`src/rtl/adc_cap_pkg.sv`:
```
// rtl/adc_cap_pkg.sv - shared widths, FSM state type and ramp helper for adc_frame_capture
package adc_cap_pkg;

  localparam int NUM_CH = 4;
  localparam int CH_W   = 16;
  localparam int WORD_W = NUM_CH * CH_W;
  localparam int CNT_W  = 16;

  typedef enum logic [1:0] {
    ST_IDLE,
    ST_ARMED,
    ST_SKIP,
    ST_CAPTURE
  } cap_state_t;

  // Test-pattern word: channel n carries base + n, channel 0 in the low lane.
  function automatic logic [WORD_W-1:0] ramp_word(input logic [CH_W-1:0] base);
    logic [WORD_W-1:0] w;
    w = '0;
    for (int n = 0; n < NUM_CH; n++) begin
      w[n*CH_W +: CH_W] = base + CH_W'(n);
    end
    return w;
  endfunction

endpackage

```
`src/rtl/adc_cap_fifo.sv`:
```
// rtl/adc_cap_fifo.sv - first-word-fall-through FIFO; accepts a push into a full FIFO when the same edge pops
module adc_cap_fifo #(
  parameter int FIFO_DEPTH = 16,
  parameter int DATA_W     = 65
) (
  input  logic              clk,
  input  logic              rst,
  input  logic              push,
  input  logic [DATA_W-1:0] push_data,
  input  logic              pop,
  output logic [DATA_W-1:0] pop_data,
  output logic              full,
  output logic              empty
);

  localparam int AW = $clog2(FIFO_DEPTH);

  logic [DATA_W-1:0] mem [FIFO_DEPTH];
  logic [AW-1:0]     wr_ptr;
  logic [AW-1:0]     rd_ptr;
  logic [AW:0]       count;
  logic              do_pop;
  logic              do_push;

  assign empty   = (count == '0);
  assign full    = (count == (AW+1)'(FIFO_DEPTH));
  assign do_pop  = pop & ~empty;
  assign do_push = push & (~full | do_pop);

  // Head is gated so the output reads zero whenever nothing is held.
  assign pop_data = empty ? '0 : mem[rd_ptr];

  always_ff @(posedge clk or posedge rst) begin
    if (rst) begin
      wr_ptr <= '0;
      rd_ptr <= '0;
      count  <= '0;
    end else begin
      if (do_push) wr_ptr <= wr_ptr + AW'(1);
      if (do_pop)  rd_ptr <= rd_ptr + AW'(1);
      count <= count + (AW+1)'(do_push) - (AW+1)'(do_pop);
    end
  end

  always_ff @(posedge clk) begin
    if (do_push) mem[wr_ptr] <= push_data;
  end

endmodule

```
`src/rtl/adc_frame_capture.sv`:
```
// rtl/adc_frame_capture.sv - trigger-synchronised ADC frame capture into a FWFT stream FIFO
// Define ADC_CAP_TEST_PATTERN_EN to replace the channel inputs with an internal ramp.
module adc_frame_capture
  import adc_cap_pkg::*;
#(
  parameter int FRAME_LEN  = 1024,
  parameter int SKIP_LEN   = 16,
  parameter int FIFO_DEPTH = 16
) (
  input  logic              CLK_DIV_IN,
  input  logic              IO_RESET,
  input  logic              arm,
  input  logic              cont,
  input  logic              trig,
  input  logic [CH_W-1:0]   CH1_DATA,
  input  logic [CH_W-1:0]   CH2_DATA,
  input  logic [CH_W-1:0]   CH3_DATA,
  input  logic [CH_W-1:0]   CH4_DATA,
  output logic [WORD_W-1:0] m_data,
  output logic              m_valid,
  input  logic              m_ready,
  output logic              m_last,
  output logic              busy,
  output logic              overflow,
  output logic [CNT_W-1:0]  frame_cnt
);

  localparam logic [CNT_W-1:0] SKIP_LAST  = CNT_W'((SKIP_LEN == 0) ? 0 : SKIP_LEN - 1);
  localparam logic [CNT_W-1:0] FRAME_LAST = CNT_W'(FRAME_LEN - 1);

  cap_state_t        state;
  cap_state_t        next_state;
  logic [CNT_W-1:0]  cnt;
  logic              trig_q;
  logic              trig_rise;
  logic              cnt_clr;
  logic              cnt_inc;
  logic              wr_en;
  logic              wr_last;
  logic              frame_done;
  logic              pop;
  logic              fifo_full;
  logic              fifo_empty;
  logic [WORD_W:0]   fifo_out;
  logic [WORD_W-1:0] cap_word;

  assign trig_rise = trig & ~trig_q;
  assign pop       = m_valid & m_ready;
  assign busy      = (state != ST_IDLE);

  always_comb begin
    next_state = state;
    cnt_clr    = 1'b0;
    cnt_inc    = 1'b0;
    wr_en      = 1'b0;
    wr_last    = 1'b0;
    frame_done = 1'b0;
    case (state)
      ST_IDLE: begin
        if (arm) next_state = ST_ARMED;
      end
      ST_ARMED: begin
        if (trig_rise) begin
          next_state = (SKIP_LEN == 0) ? ST_CAPTURE : ST_SKIP;
          cnt_clr    = 1'b1;
        end
      end
      ST_SKIP: begin
        if (cnt == SKIP_LAST) begin
          next_state = ST_CAPTURE;
          cnt_clr    = 1'b1;
        end else begin
          cnt_inc = 1'b1;
        end
      end
      ST_CAPTURE: begin
        wr_en = 1'b1;
        if (cnt == FRAME_LAST) begin
          wr_last    = 1'b1;
          frame_done = 1'b1;
          cnt_clr    = 1'b1;
          next_state = cont ? ST_ARMED : ST_IDLE;
        end else begin
          cnt_inc = 1'b1;
        end
      end
      default: next_state = ST_IDLE;
    endcase
  end

  always_ff @(posedge CLK_DIV_IN or posedge IO_RESET) begin
    if (IO_RESET) begin
      state     <= ST_IDLE;
      cnt       <= '0;
      trig_q    <= 1'b0;
      frame_cnt <= '0;
      overflow  <= 1'b0;
    end else begin
      state  <= next_state;
      trig_q <= trig;
      if (cnt_clr)      cnt <= '0;
      else if (cnt_inc) cnt <= cnt + CNT_W'(1);
      if (frame_done)   frame_cnt <= frame_cnt + CNT_W'(1);
      // A dropped word only happens in CAPTURE, so the IDLE clear never races it.
      if (state == ST_IDLE && arm)             overflow <= 1'b0;
      else if (wr_en && fifo_full && !pop)     overflow <= 1'b1;
    end
  end

`ifdef ADC_CAP_TEST_PATTERN_EN
  logic [CH_W-1:0] ramp;
  logic            unused_ch;

  assign unused_ch = ^{CH1_DATA, CH2_DATA, CH3_DATA, CH4_DATA};
  assign cap_word  = ramp_word(ramp);

  always_ff @(posedge CLK_DIV_IN or posedge IO_RESET) begin
    if (IO_RESET)                ramp <= '0;
    else if (state != ST_CAPTURE) ramp <= '0;
    else                          ramp <= ramp + CH_W'(1);
  end
`else
  assign cap_word = {CH4_DATA, CH3_DATA, CH2_DATA, CH1_DATA};
`endif

  adc_cap_fifo #(
    .FIFO_DEPTH (FIFO_DEPTH),
    .DATA_W     (WORD_W + 1)
  ) u_fifo (
    .clk       (CLK_DIV_IN),
    .rst       (IO_RESET),
    .push      (wr_en),
    .push_data ({wr_last, cap_word}),
    .pop       (pop),
    .pop_data  (fifo_out),
    .full      (fifo_full),
    .empty     (fifo_empty)
  );

  assign m_valid = ~fifo_empty;
  assign m_data  = fifo_out[WORD_W-1:0];
  assign m_last  = fifo_out[WORD_W];

endmodule

```
`config.mk`:
```
export PLATFORM = sky130hd
export DESIGN_NAME = adc_frame_capture
export DESIGN_NICKNAME = d
export VERILOG_FILES = /design/src/rtl/adc_cap_pkg.sv /design/src/rtl/adc_cap_fifo.sv /design/src/rtl/adc_frame_capture.sv
export SDC_FILE = /design/constraint.sdc
export NUM_CORES = 1
export LEC_CHECK = 0
export ABC_AREA = 1
export ABC_CLOCK_PERIOD_IN_PS = 5800
export CORE_MARGIN = 4
export CORE_UTILIZATION = 54
export CTS_CLUSTER_DIAMETER = 60
export CTS_CLUSTER_SIZE = 24
export DETAILED_ROUTE_END_ITERATION = 16
export GPL_ROUTABILITY_DRIVEN = 0
export PLACE_DENSITY = 0.72
export SETUP_SLACK_MARGIN = 0.05
export SLEW_MARGIN = 20
export SYNTH_ARGS = -nofsm -noshare
export SYNTH_HDL_FRONTEND = slang
export SYNTH_SLANG_ARGS = --single-unit
```
`constraint.sdc`:
```
create_clock -name CLK_DIV_IN -period 5.8 [get_ports CLK_DIV_IN]
set_input_delay 1.74 -clock CLK_DIV_IN [delete_from_list [all_inputs] [get_ports CLK_DIV_IN]]
set_output_delay 1.74 -clock CLK_DIV_IN [all_outputs]
set_load 0.02 [all_outputs]
```
==> results of run 1 <==
==> report_power, final <==
part           total, mW  internal [mW]  switching (mW)
sequential          9.27           9.02           0.248
combinational       8.65           2.92            5.73
clock               5.25           2.58            2.68
==> synthesized netlist by cell type <==
cell type | instances | area share
clkinv_1 | 3 | 0.00026
nor3_1 | 11 | 0.0013
nand3_1 | 195 | 0.022
o211ai_1 | 195 | 0.033
o21ai_1 | 16 | 0.0018
buf_1 | 32 | 0.0027
buf_2 | 27 | 0.0031
xnor2_1 | 3 | 0.00060
a21oi_1 | 111 | 0.013
ha_1 | 18 | 0.0051
o21ai_0 | 513 | 0.058
nor2_1 | 869 | 0.074
dfrtp_1 | 49 | 0.028
nand4_1 | 8 | 0.0011
buf_8 | 1 | 0.00034
a311oi_1 | 1 | 0.00020
a22oi_1 | 1 | 0.00017
inv_4 | 1 | 0.00014
buf_4 | 39 | 0.0066
nor2_2 | 1 | 0.00014
edfxtp_1 | 1040 | 0.71
xor2_1 | 24 | 0.0048
nand3_2 | 1 | 0.00023
fa_1 | 1 | 0.00045
nand2_1 | 142 | 0.012
buf_6 | 14 | 0.0036
inv_1 | 94 | 0.0080
clkbuf_1 | 113 | 0.0096
==> worst max path at each step <==
stage	start	endpoint	slack, ns	cells past startpoint
2_1_floorplan	m_ready	u_fifo.mem[11][0]	-1.14	4
3_3_place_gp	u_fifo.rd_ptr[0]	m_data[41]	0.98	6
3_5_place_dp	u_fifo.rd_ptr[0]	m_data[41]	0.97	6
4_1_cts	u_fifo.rd_ptr[0]	m_data[41]	0.21	6
5_1_grt	u_fifo.rd_ptr[0]	m_data[41]	0.13	6
6_report	u_fifo.rd_ptr[0]	m_data[41]	0.23	6
==> flip-flops by register name (all words and copies together) (netlist names) <==
register       count
overflow           1
frame_cnt         16
u_fifo.rd_ptr      4
state              2
u_fifo.count       5
trig_q             1
u_fifo.wr_ptr      4
u_fifo.mem      1040
cnt               16
==> routing by layer <==
metal | vias to the layer above | share of wire | global-route usage
li1 | 12790 | - | -
met1 | 13700 | 0.42 | 0.3335
met2 | 1025 | 0.49 | 0.3868
met3 | 156 | 0.075 | 0.03553
met4 | 6 | 0.019 | 0.06010
met5 | - | 0.00038 | 0
==> through the flow <==
stage                     hold WS (ns)  setup WS (ns)  utilization
after detailed placement        0.5353         0.9664       0.5776
after floorplan                 0.4923         -1.137            -
after CTS                       0.5491         0.2142       0.6065
final                           0.5419         0.2337       0.6065
after global placement          0.5150         0.9804       0.5776
after global routing            0.5710         0.1299       0.6065
==> logic make-up (layout without fill, tap and decap cells) <==
family / count (synthesis) / count (layout) / share of synthesized area
xor+xnor: 27 / 27 / 0.005371
simple gates: 1227 / 1227 / 0.1111
buf+inv: 324 / 427 / 0.03441
compound gates: 837 / 837 / 0.1064
other cells: 0 / 1 / 0
flops: 1089 / 1089 / 0.7372
fa+ha+maj: 19 / 19 / 0.005570
==> worst max-delay path, stage by stage (launching register included) <==
cell and delay, ns:
dfrtp_4 0.64, buf_12 0.69, o21ai_0 0.26, o211ai_1 0.35, nand3_1 0.12, a21oi_1 0.33, clkdlybuf4s50_1 0.67
==> final cells by class <==
cell class | count | area share
tap | 1060 | 0.02710
inverter | 98 | 0.008029
antenna | 1 | 0.00005114
multi-input combinational | 2110 | 0.2079
clock inverter | 40 | 0.01010
timing repair buffer | 214 | 0.04577
sequential | 1089 | 0.6636
clock buffer | 75 | 0.03748
==> results.py, run 1 <==
metrics = {
    "layout": {
        "nNetsFinal": 3670,
        "final_common_cell": "edfxtp_1",
        "drive_above_1_share": 0.05461,
        "syn_to_final_growth_pct": 11.14,
        "fill_cells": 6158,
        "seq_area_um2": 32470,
        "multi_input_area_um2": 10170,
        "most-common-layout-cells": "1040 x edfxtp_1, 855 x nor2_1, 513 x o21ai_0, 195 x nand3_1, 195 x o211ai_1",
        "fin_cells": 4687,
        "postLayoutCellArea_um2": 48930,
    },
    "clock_tree": {
        "clkTransAtPathRegs_ns": 0.09,
        "cts_max_path_buffers": 3,
        "cts_setup_buffers": 0,
        "cts_resized": 0,
        "hold_buffers": 0,
        "cts_root_buf": "clkbuf_16",
        "cts_buffers": 68,
        "clk_latency_ns": 0.62,
        "clock-sinks": 1089,
        "cts_tree": "built",
        "cts_max_level": 3,
    },
    "global_routing": {
        "grt_start_max_net_pins": 219,
        "grt_pass1_vias": 26330,
        "grt_use_total": 0.2347,
        "overflow": 0,
        "grt_pass1_wl_um": 156600,
        "antenna_found_initial": 4,
    },
    "floorplan": {
        "dieArea_um2": 86170,
        "die_height_um": 293.5,
        "rows": 104,
        "fp.coreArea_um2": 80680,
        "num_io_pins": 154,
        "start_util": 0.5457,
        "die_x_um": 293.5,
    },
    "power_and_ir_drop": {
        "pwr_density_cell_nw_per_um2": 473.6,
        "leakage_nw": 16.05,
        "peakVddDrop_mv": 0.5692,
        "p_total_mw": 23.18,
    },
    "worst_setup_path": {
        "cp.arrival_ns": 3.83,
        "r2r_cells": 6,
        "cp_max_fo": 218,
        "critPathKind": "reg2out",
        "worst-r2r-setup-slack_ns": 2.87,
        "r2r_end": "u_fifo.mem[1][27]",
        "endpoint_kind": "primary output",
        "timing.rr.start": "state[0]",
        "worst_setup_path_start_kind": "flip-flop",
        "worstPathRequired_ns": 4.06,
    },
    "run_status": {
        "status": "finished clean",
    },
    "job": {
        "maxCapViolations": 0,
    },
    "place": {
        "placed_area_um2": 46600,
        "dpl.hpwl_um": 50730,
        "io_buffers": 153,
        "dpl.cell_count": 4571,
    },
    "drt": {
        "ant_nets": 0,
        "dr.pass1.iters": 5,
        "num_vias": 27680,
        "first_iter_violations": 3178,
        "drc_errors": 0,
        "wl_per_cell_um": 21.85,
        "via_per_inst": 5.906,
        "totalWireLength_um": 102400,
    },
    "logic_synthesis": {
        "synth-seq-cells": 1089,
        "synth_fp_nets": 3612,
        "synthCells": 3523,
        "syn_area_per_cell_um2": 12.50,
        "ys_seq_area_frac": 0.7372,
        "ys_warn_count": 0,
        "ys_types": 28,
        "synth_area_um2": 44030,
    },
    "sta": {
        "fin_crit_sh": 0.9597,
        "slew_headroom": 0.3272,
        "rsz0062_at_grt": "false",
        "worstMarginPinSlew_ns": 1.009,
        "period_needed_ns": 5.566,
        "fmax_ghz": 0.1797,
        "finClkSkew_ns": 0.02505,
        "slew_violations": 0,
        "fin_setup_tns_ns": 0,
        "setup_violations": 0,
        "hold_viol_final": 0,
    },
    "min_path": {
        "min_path_cells": 2,
        "hp-start": "overflow",
        "holdCritPathClass": "reg2reg",
        "hold-path-endpoint": "overflow",
    },
}
(Power assumes the default switching activity.)
==> inputs of run 2 (changes only) <==
--- a/config.mk
+++ b/config.mk
@@ -7,12 +7,14 @@
 export LEC_CHECK = 0
 export ABC_AREA = 1
 export ABC_CLOCK_PERIOD_IN_PS = 5800
+export CORE_ASPECT_RATIO = 0.9
 export CORE_MARGIN = 4
 export CORE_UTILIZATION = 54
 export CTS_CLUSTER_DIAMETER = 60
 export CTS_CLUSTER_SIZE = 24
 export DETAILED_ROUTE_END_ITERATION = 16
 export GPL_ROUTABILITY_DRIVEN = 0
+export HOLD_SLACK_MARGIN = 0.06
 export PLACE_DENSITY = 0.72
 export SETUP_SLACK_MARGIN = 0.05
 export SLEW_MARGIN = 20
==> results.py, run 2 (synthesized netlist as in run 1, its figures left out) <==
metrics = {
    "sta": {
        "fin_setup_tns_ns": 0,
        "fmax_ghz": 0.1779,
        "slew_headroom": 0.3487,
        "setup_violations": 0,
        "fin_crit_sh": 0.9692,
        "worstMarginPinSlew_ns": 0.9770,
        "rsz0062_at_grt": "false",
        "period_needed_ns": 5.621,
        "slew_violations": 0,
        "finClkSkew_ns": 0.03546,
        "hold_viol_final": 0,
        "worst_slack_ns": 0.1789,
    },
    "layout": {
        "nNetsFinal": 3673,
        "drive_above_1_share": 0.05295,
        "syn_to_final_growth_pct": 10.87,
        "final_common_cell": "edfxtp_1",
        "top_regs": "u_fifo.mem (1040), cnt (16), frame_cnt (16)",
        "most-common-layout-cells": "1040 x edfxtp_1, 855 x nor2_1, 513 x o21ai_0, 195 x nand3_1, 195 x o211ai_1",
        "largest_reg_flops": 1040,
        "regMostFlops": "u_fifo.mem",
        "final_util": 0.6026,
    },
    "drt": {
        "first_iter_violations": 3382,
        "num_vias": 27790,
        "drc_errors": 0,
        "dr.pass1.iters": 5,
        "totalWireLength_um": 103200,
        "ant_nets": 0,
        "via_per_inst": 5.924,
        "wl_per_cell_um": 22.00,
    },
    "worst_setup_path": {
        "worst-path-buf-inv": 2,
        "endpoint_kind": "primary output",
        "r2r_end": "u_fifo.mem[2][47]",
        "path_delay_family": "buffers and inverters",
        "cp.arrival_ns": 3.88,
        "cpPeakStageDelay_ns": 0.72,
        "r2r_cells": 6,
        "cp_max_fo": 180,
        "worst-r2r-setup-slack_ns": 2.77,
        "crit_cells": 6,
        "cp-startpoint": "u_fifo.rd_ptr[1]",
        "slowest_stage": "clkdlybuf4s50_1",
        "path_cells": "buf_12 -> o21ai_0 -> o211ai_1 -> nand3_1 -> a21oi_1 -> clkdlybuf4s50_1",
        "timing.rr.start": "state[0]",
        "crit_end": "m_data[57]",
        "critPathKind": "reg2out",
        "worst_setup_path_start_kind": "flip-flop",
        "worstPathRequired_ns": 4.06,
    },
    "clock_tree": {
        "cts_root_buf": "clkbuf_16",
        "cts_max_path_buffers": 3,
        "clk_latency_ns": 0.66,
        "hold_buffers": 0,
        "clock-sinks": 1089,
        "clkTransAtPathRegs_ns": 0.09,
        "cts_resized": 0,
        "cts_tree": "built",
        "cts_max_level": 2,
        "cts_buffers": 61,
        "cts_setup_buffers": 0,
    },
    "min_path": {
        "hp-start": "overflow",
        "holdCritPathClass": "reg2reg",
    },
    "floorplan": {
        "num_io_pins": 154,
        "die_height_um": 278.9,
        "fp.coreArea_um2": 81010,
        "rows": 99,
        "start_util": 0.5435,
        "die_x_um": 309.0,
        "dieArea_um2": 86170,
    },
    "global_routing": {
        "grt_start_max_net_pins": 181,
        "grt_pass1_vias": 25860,
        "antenna_found_initial": 7,
        "overflow": 0,
        "grt_pass1_wl_um": 156500,
        "grt_use_total": 0.2361,
    },
    "place": {
        "place_ws_ns": 0.9917,
        "dpl.hpwl_um": 53030,
        "io_buffers": 153,
    },
    "job": {
        "maxCapViolations": 0,
    },
    "run_status": {
        "status": "finished clean",
    },
    "power_and_ir_drop": {
        "p_total_mw": 22.79,
        "peakVddDrop_mv": 0.3404,
        "leakage_nw": 15.98,
        "pwr_density_cell_nw_per_um2": 466.8,
    },
}
run 2: area by class of cell:
class | count | area [µm²]
inverters | 98 | 389.1
fillers | 6205 | 32200
well taps | 1060 | 1326
diodes | 5 | 12.51
flip-flops and latches | 1089 | 32470
repair buffers | 224 | 2440
clock inverters | 37 | 450.4
clock buffers | 68 | 1553
multi-input cells | 2110 | 10170
run 2: per-layer routing:
layer / wire length [µm] / track usage / up-vias
li1: - / - / 12790
met1: 42760 / 0.3397 / 13710
met2: 50160 / 0.3915 / 1143
met3: 8215 / 0.02996 / 135
met4: 2004 / 0.05346 / 6
met5: 41 / 0 / -
run 2: worst min-delay path by stage:
stage / to / cells past startpoint
global route: overflow / 2
CTS: overflow / 2
floorplan: state[1] / 2
global placement: overflow / 2
detailed placement: overflow / 2
finish: overflow / 2
run 2: stage by stage:
step                instance area (µm²)  cells  hold slack [ns]
floorplan                         44030   3523           0.4923
global placement                  46800   4581           0.5171
detailed placement                46800   4581           0.5314
CTS                               48800   4686           0.5488
global route                      48800   4687           0.5622
finish                            48810   4691           0.5474
run 2: tightest hold or removal path, stage by stage (launching register included):
cell and delay, ns:
dfrtp_1 0.39, inv_1 0.06, a22oi_1 0.06
run 2: power by group:
group | switching, mW | internal, mW
Clock | 2.55 | 2.22
Sequential | 0.311 | 9.02
Combinational | 5.72 | 2.97
Total | 8.58 | 14.2
